===== src/rtl/clkdiv_pkg.sv =====
// Shared constants and the per-channel state record for the multi-channel divider.
package clkdiv_pkg;

    // Widest counter/divisor a channel can hold
    localparam int unsigned CNT_W_DEF     = 24;

    // Divisor values with special meaning
    localparam int unsigned DIV_HALT      = 0;
    localparam int unsigned DIV_TICK_ONLY = 1;

    // Architectural state of one channel
    typedef struct packed {
        logic [CNT_W_DEF-1:0] cnt;
        logic [CNT_W_DEF-1:0] div;
        logic [CNT_W_DEF-1:0] shadow;
        logic                 pend;
    } ch_state_t;

endpackage


===== src/rtl/clkdiv_channel.sv =====
// One divider channel: phase counter, shadowed divisor with boundary update,
// and registered square-wave / tick outputs derived from the next state.
// CNT_W must lie in 1..CNT_W_DEF.
module clkdiv_channel
    import clkdiv_pkg::*;
#(
    parameter int unsigned CNT_W       = CNT_W_DEF,
    parameter int unsigned DEFAULT_DIV = 2
) (
    input  logic             i_clk,
    input  logic             rst_n,
    input  logic             i_en,
    input  logic             i_sync,
    input  logic             i_we,
    input  logic [CNT_W-1:0] i_div_val,
    output logic             o_clk,
    output logic             o_tick,
    output logic             o_pend
);

    localparam int unsigned   SW      = CNT_W_DEF;
    localparam logic [SW-1:0] DIV_RST = SW'(DEFAULT_DIV);
    localparam logic [SW-1:0] D_HALT  = SW'(DIV_HALT);
    localparam logic [SW-1:0] D_ONE   = SW'(DIV_TICK_ONLY);
    localparam ch_state_t     ST_RST  = '{cnt: SW'(0), div: DIV_RST, shadow: DIV_RST, pend: 1'b0};

    ch_state_t     st_q;
    ch_state_t     st_d;
    logic [SW-1:0] wval;
    logic          wrap;
    logic          direct;
    logic          clk_d;
    logic          tick_d;

    // Next-state: sync, idle or degenerate divisors take writes at once; otherwise shadow until wrap
    always_comb begin
        st_d   = st_q;
        wval   = SW'(i_div_val);
        wrap   = (st_q.cnt == (st_q.div - SW'(1)));
        direct = i_sync || !i_en || (st_q.div == D_HALT) || (st_q.div == D_ONE);

        if (direct) begin
            st_d.cnt  = SW'(0);
            st_d.pend = 1'b0;
            if (i_we) begin
                st_d.div    = wval;
                st_d.shadow = wval;
            end else if (st_q.pend) begin
                st_d.div = st_q.shadow;
            end
        end else begin
            if (wrap) begin
                st_d.cnt = SW'(0);
                if (st_q.pend) begin
                    st_d.div  = st_q.shadow;
                    st_d.pend = 1'b0;
                end
            end else begin
                st_d.cnt = st_q.cnt + SW'(1);
            end
            // A write landing on the wrap edge waits for the following wrap
            if (i_we) begin
                st_d.shadow = wval;
                st_d.pend   = 1'b1;
            end
        end
    end

    // Output decode from the next state so outputs move with the state they reflect
    always_comb begin
        clk_d  = 1'b0;
        tick_d = 1'b0;
        if (i_en) begin
            if (st_d.div == D_ONE) begin
                tick_d = 1'b1;
            end else if (st_d.div != D_HALT) begin
                clk_d  = (st_d.cnt >= (st_d.div >> 1));
                tick_d = (st_d.cnt == (st_d.div - SW'(1)));
            end
        end
    end

    // State and output flops
    always_ff @(posedge i_clk or negedge rst_n) begin
        if (!rst_n) begin
            st_q   <= ST_RST;
            o_clk  <= 1'b0;
            o_tick <= 1'b0;
        end else begin
            st_q   <= st_d;
            o_clk  <= clk_d;
            o_tick <= tick_d;
        end
    end

    assign o_pend = st_q.pend;

endmodule


===== src/rtl/clk_divider_multi.sv =====
// Multi-channel programmable clock/tick divider with glitch-free divisor
// updates and a global phase-align pulse.
module clk_divider_multi
    import clkdiv_pkg::*;
#(
    parameter int unsigned N_CH        = 4,
    parameter int unsigned CNT_W       = CNT_W_DEF,
    parameter int unsigned DEFAULT_DIV = 2
) (
    input  logic                                      i_clk,
    input  logic                                      rst_n,
    input  logic [N_CH-1:0]                           i_en,
    input  logic                                      i_sync,
    input  logic                                      i_div_we,
    input  logic [$clog2(N_CH > 1 ? N_CH : 2)-1:0]    i_div_ch,
    input  logic [CNT_W-1:0]                          i_div_val,
    output logic [N_CH-1:0]                           o_clk,
    output logic [N_CH-1:0]                           o_tick,
    output logic [N_CH-1:0]                           o_pend
);

    localparam int unsigned CH_W = $clog2(N_CH > 1 ? N_CH : 2);

    logic [N_CH-1:0] ch_we;

    // Per-channel write decode and channel instances; unmatched channel numbers write nothing
    for (genvar c = 0; c < N_CH; c++) begin : g_ch
        assign ch_we[c] = i_div_we && (i_div_ch == CH_W'(c));

        clkdiv_channel #(
            .CNT_W       (CNT_W),
            .DEFAULT_DIV (DEFAULT_DIV)
        ) u_ch (
            .i_clk     (i_clk),
            .rst_n     (rst_n),
            .i_en      (i_en[c]),
            .i_sync    (i_sync),
            .i_we      (ch_we[c]),
            .i_div_val (i_div_val),
            .o_clk     (o_clk[c]),
            .o_tick    (o_tick[c]),
            .o_pend    (o_pend[c])
        );
    end

endmodule


===== config.mk =====
export PLATFORM = sky130hd
export DESIGN_NAME = clk_divider_multi
export DESIGN_NICKNAME = d
export VERILOG_FILES = /design/src/rtl/clkdiv_pkg.sv /design/src/rtl/clkdiv_channel.sv /design/src/rtl/clk_divider_multi.sv
export SDC_FILE = /design/constraint.sdc
export NUM_CORES = 1
export LEC_CHECK = 0
export ABC_CLOCK_PERIOD_IN_PS = 13200
export BUFFER_PORTS_ARGS = -buffer_cell sky130_fd_sc_hd__buf_2
export CAP_MARGIN = 40
export CORE_ASPECT_RATIO = 0.6
export CORE_MARGIN = 10
export CORE_UTILIZATION = 70
export CTS_CLUSTER_SIZE = 14
export DETAILED_ROUTE_END_ITERATION = 10
export PLACE_DENSITY = 0.83
export SLEW_MARGIN = 0
export SYNTH_ARGS = -nofsm -noshare
export SYNTH_HDL_FRONTEND = slang
export SYNTH_SLANG_ARGS = --single-unit

===== constraint.sdc =====
create_clock -name i_clk -period 13.2 [get_ports i_clk]
set_input_delay 2.64 -clock i_clk [delete_from_list [all_inputs] [get_ports i_clk]]
set_output_delay 2.64 -clock i_clk [all_outputs]
set_load 0.03 [all_outputs]

==> flow_metrics.env <==
export IMPL_routed_wire_length_per_instance_um=24.0
export IMPL_cp_cell_sequence="nor4_4 > and4_1 > nand2_1 > o41ai_1 > nand4_1 > nor3_2 > buf_4 > nand2_1 > a31oi_1 > inv_1 > ha_1 > a21oi_1 > nor2_1 > a2111oi_0 > o21ai_0 > o2111a_1"
export IMPL_cts_inserted_buffers=30
export IMPL_setup_worst_path_class="flop to flop"
export IMPL_synth_mux_area_fraction=0.0514
export IMPL_synth_nets=3408
export IMPL_critPathCaptureType="flop"
export IMPL_cap_viol_max_count=0
export IMPL_num_nets_final=3329
export IMPL_setup_violations_final=0
export IMPL_arrival_worst_endpoint_ps=7820
export IMPL_globalRouteTotalUtil=0.382
export IMPL_timing_critical_path_slowest_stage_cell="sky130_fd_sc_hd__a2111oi_0"
export IMPL_run_status="finished clean"
export IMPL_boundaryPins=46
export IMPL_totalWireLength_mm=88.8
export IMPL_vias_in_the_first_global_route=24900
export IMPL_tightest_slew_ps=1000
export IMPL_hold_slack_ps=476
export IMPL_synthCells=3266
export IMPL_rows=54
export IMPL_synth_top_family_by_area="simple AND/OR/NAND/NOR gates"
export IMPL_tritoncts_num_sinks=300
export IMPL_timing_setup_tns_ps=0
export IMPL_cell_repeated_most_along_the_worst_path="sky130_fd_sc_hd__nand2_1"
export IMPL_start_util=0.711
export IMPL_synth_distinct_cells=103
export IMPL_clkTransAtPathRegs_ps=70
export IMPL_synth_seq_cells=300
export IMPL_cts_hold_buffers_added=0
export IMPL_die_area_um2=45400
export IMPL_report_final_hold_viol_count=0
export IMPL_ir_worst_vdd_mv=0.117
export IMPL_insertion_delay_ps=600
export IMPL_dpl_cell_area_um2=26300
export IMPL_skew_ps=17.4
export IMPL_worst_path_max_fanout=21
export IMPL_die_height_um=169
export IMPL_yosys_warnings=0
export IMPL_required_time_of_the_critical_path_ps=13690
export IMPL_critical_path_max_stage_delay_ps=870
export IMPL_root_buffer="sky130_fd_sc_hd__clkbuf_16"
export IMPL_synth_xor_area_share=0.0967
export IMPL_post_cts_resized=0
export IMPL_synth_simple_area_share=0.287
export IMPL_drc_errors=0
export IMPL_async_flop_share=1.00
export IMPL_yosys_most_used_dff="sky130_fd_sc_hd__dfrtp_1"
export IMPL_synth_area_per_cell_um2=7.93
export IMPL_post_synth_fa_ha_maj_area_fraction=0.0533
export IMPL_input_output_buffers=45
export IMPL_layout_min_cycle_time_ps=7330
export IMPL_drive_above_1_share=0.0782
export IMPL_grt_start_max_net_pins=163
export IMPL_tritoncts="built"
export IMPL_coreArea_um2=36400
export IMPL_grt_pass1_wl_mm=139
export IMPL_power_per_cell_area_nw_per_um2=120
export IMPL_power_total_mw=3.30
export IMPL_synth_compound_area_frac=0.167
export IMPL_drtIter0Drc=4259
export IMPL_level_count_of_the_clock_h_tree=1
export IMPL_drv_slew=0
export IMPL_hold_class="flop to flop"
export IMPL_dp_hpwl_mm=65.8
export IMPL_fill_cells=2687
export IMPL_slew_headroom=0.315
export IMPL_die_w_um=268
export IMPL_postCtsSetupRepairBufs=0
export IMPL_dr_vias_cell=7.20
export IMPL_design_area_um2=27400
export IMPL_grt_ovfl_total=0
export IMPL_antenna_found_initial=4
export IMPL_mappedNetlistArea_um2=25900
export IMPL_max_freq_ghz=0.136
export IMPL_seq_area_frac_synth=0.290
export IMPL_antenna_violating_nets_post_route=0
export IMPL_post_route_util=0.752
export IMPL_power_leakage_nw=11.5
export IMPL_clock_path_buffers=3
export IMPL_detailroute_via_count=26600
export IMPL_fin_crit_sh=0.556
export IMPL_rsz0062_at_grt="false"
export IMPL_syn_to_layout_area_delta_pct=5.72
export IMPL_startpoint_type="flop"
export IMPL_synth_edf_count=0
export IMPL_detail_route_first_pass_iterations=7
export IMPL_finalWeightedCongestion=1.02
[cell usage after synthesis, types with 44 or more instances]
master / count / area (µm²)
sky130_fd_sc_hd__and3_1: 49 / 307
sky130_fd_sc_hd__inv_1: 148 / 556
sky130_fd_sc_hd__nand3_1: 107 / 536
sky130_fd_sc_hd__nor3_1: 97 / 485
sky130_fd_sc_hd__mux2i_1: 114 / 1140
sky130_fd_sc_hd__nand2_1: 497 / 1870
sky130_fd_sc_hd__or3_1: 44 / 275
sky130_fd_sc_hd__a21oi_1: 104 / 521
sky130_fd_sc_hd__nand4_1: 101 / 632
sky130_fd_sc_hd__nor2_1: 281 / 1050
sky130_fd_sc_hd__nor4_1: 60 / 375
sky130_fd_sc_hd__ha_1: 108 / 1350
sky130_fd_sc_hd__dfrtp_1: 292 / 7310
sky130_fd_sc_hd__o21ai_0: 132 / 661
sky130_fd_sc_hd__xor2_1: 111 / 972
sky130_fd_sc_hd__clkbuf_1: 144 / 541
sky130_fd_sc_hd__xnor2_1: 170 / 1490
[worst max-delay path: cells and delay by family, from the launching register on]
family	cells	cell delay [ps]
buf+inv	2	450
flops	1	560
simple gates	7	3120
compound gates	6	2740
fa+ha+maj	1	350
[flip-flops by register name (all words and copies together) (netlist names)]
register          flops
g_ch.u_ch.o_clk       4
g_ch.u_ch.o_pend      4
g_ch.u_ch.o_tick      4
g_ch.u_ch.st_q      288
[area by class of cell]
| class | instances | area [µm²] | area share |
|---|---|---|---|
| Timing Repair Buffer | 89 | 586 | 0.0214 |
| Multi-Input combinational cell | 2615 | 17100 | 0.623 |
| Tap cell | 476 | 596 | 0.0217 |
| Inverter | 151 | 567 | 0.0207 |
| Sequential cell | 300 | 7520 | 0.274 |
| Clock buffer | 43 | 881 | 0.0322 |
| Clock inverter | 13 | 170 | 0.00621 |
| Antenna cell | 5 | 12.5 | 0.000457 |
[final timing paths]
check	cells after the start	slack (ps)	from	to
worst max-delay path	16	5870	g_ch[1].u_ch.st_q[27]	g_ch[1].u_ch.o_clk
worst min-delay path	2	480	g_ch[1].u_ch.st_q[2]	g_ch[1].u_ch.st_q[2]
worst max register to register	16	5870	g_ch[1].u_ch.st_q[27]	g_ch[1].u_ch.o_clk
worst min register to register	2	480	g_ch[1].u_ch.st_q[2]	g_ch[1].u_ch.st_q[2]
max in group asynchronous	3	9100	rst_n	g_ch[0].u_ch.st_q[9]
min in group asynchronous	1	2000	rst_n	g_ch[2].u_ch.o_clk
[metal layers]
| metal | track usage | routed length, µm | part of all wire |
|---|---|---|---|
| met1 | 0.518 | 34500 | 0.39 |
| met2 | 0.546 | 36400 | 0.41 |
| met3 | 0.133 | 13800 | 0.16 |
| met4 | 0.155 | 4070 | 0.046 |
| met5 | 0 | 13 | 0.00015 |
[cell usage in the layout, fill, tap and decap left out, types with 11 or more instances in the layout]
cell type and instances:
sky130_fd_sc_hd__nand2_1 497, sky130_fd_sc_hd__dfrtp_1 292, sky130_fd_sc_hd__nor2_1 280, sky130_fd_sc_hd__xnor2_1 170, sky130_fd_sc_hd__inv_1 148, sky130_fd_sc_hd__o21ai_0 132, sky130_fd_sc_hd__mux2i_1 114, sky130_fd_sc_hd__xor2_1 111
sky130_fd_sc_hd__ha_1 108, sky130_fd_sc_hd__nand3_1 107, sky130_fd_sc_hd__a21oi_1 104, sky130_fd_sc_hd__nand4_1 101, sky130_fd_sc_hd__nor3_1 97, sky130_fd_sc_hd__nor4_1 59, sky130_fd_sc_hd__and3_1 49, sky130_fd_sc_hd__buf_2 47
sky130_fd_sc_hd__or3_1 44, sky130_fd_sc_hd__a31oi_1 41, sky130_fd_sc_hd__or4_1 37, sky130_fd_sc_hd__buf_4 37, sky130_fd_sc_hd__o31ai_1 33, sky130_fd_sc_hd__clkbuf_16 31, sky130_fd_sc_hd__nand2b_1 30, sky130_fd_sc_hd__a211oi_1 29
sky130_fd_sc_hd__o211ai_1 28, sky130_fd_sc_hd__a21o_1 27, sky130_fd_sc_hd__nor2b_1 24, sky130_fd_sc_hd__and4_1 24, sky130_fd_sc_hd__and2_1 24, sky130_fd_sc_hd__nor3b_1 17, sky130_fd_sc_hd__mux2_2 17, sky130_fd_sc_hd__or2_2 15
sky130_fd_sc_hd__a31o_2 14, sky130_fd_sc_hd__o21a_1 13, sky130_fd_sc_hd__o22ai_1 13, sky130_fd_sc_hd__a311oi_1 12, sky130_fd_sc_hd__a21boi_0 12, sky130_fd_sc_hd__o31a_1 11, sky130_fd_sc_hd__nor4b_1 11
[per-stage QoR]
| step | std cells | setup slack, ps |
|---|---|---|
| after global routing | 3690 | 5560 |
| final | 3692 | 5870 |
| after detailed placement | 3631 | 6240 |
| after floorplan | 3266 | 6380 |
| after CTS | 3687 | 6270 |
| after global placement | 3623 | 6180 |
[power by group]
| group | switching (mW) | internal (mW) | total [mW] |
|---|---|---|---|
| sequential | 0.209 | 1.03 | 1.24 |
| combinational | 0.708 | 0.403 | 1.11 |
| clock | 0.402 | 0.540 | 0.943 |
[logic make-up (layout without fill, tap and decap cells)]
kind of cell | after synthesis | count (layout)
simple gates | 1476 | 1476
xor+xnor | 283 | 283
buf+inv | 351 | 296
other cells | 0 | 5
mux | 131 | 131
fa+ha+maj | 111 | 111
compound gates | 614 | 614
flops | 300 | 300
(Power assumes the default switching activity.)
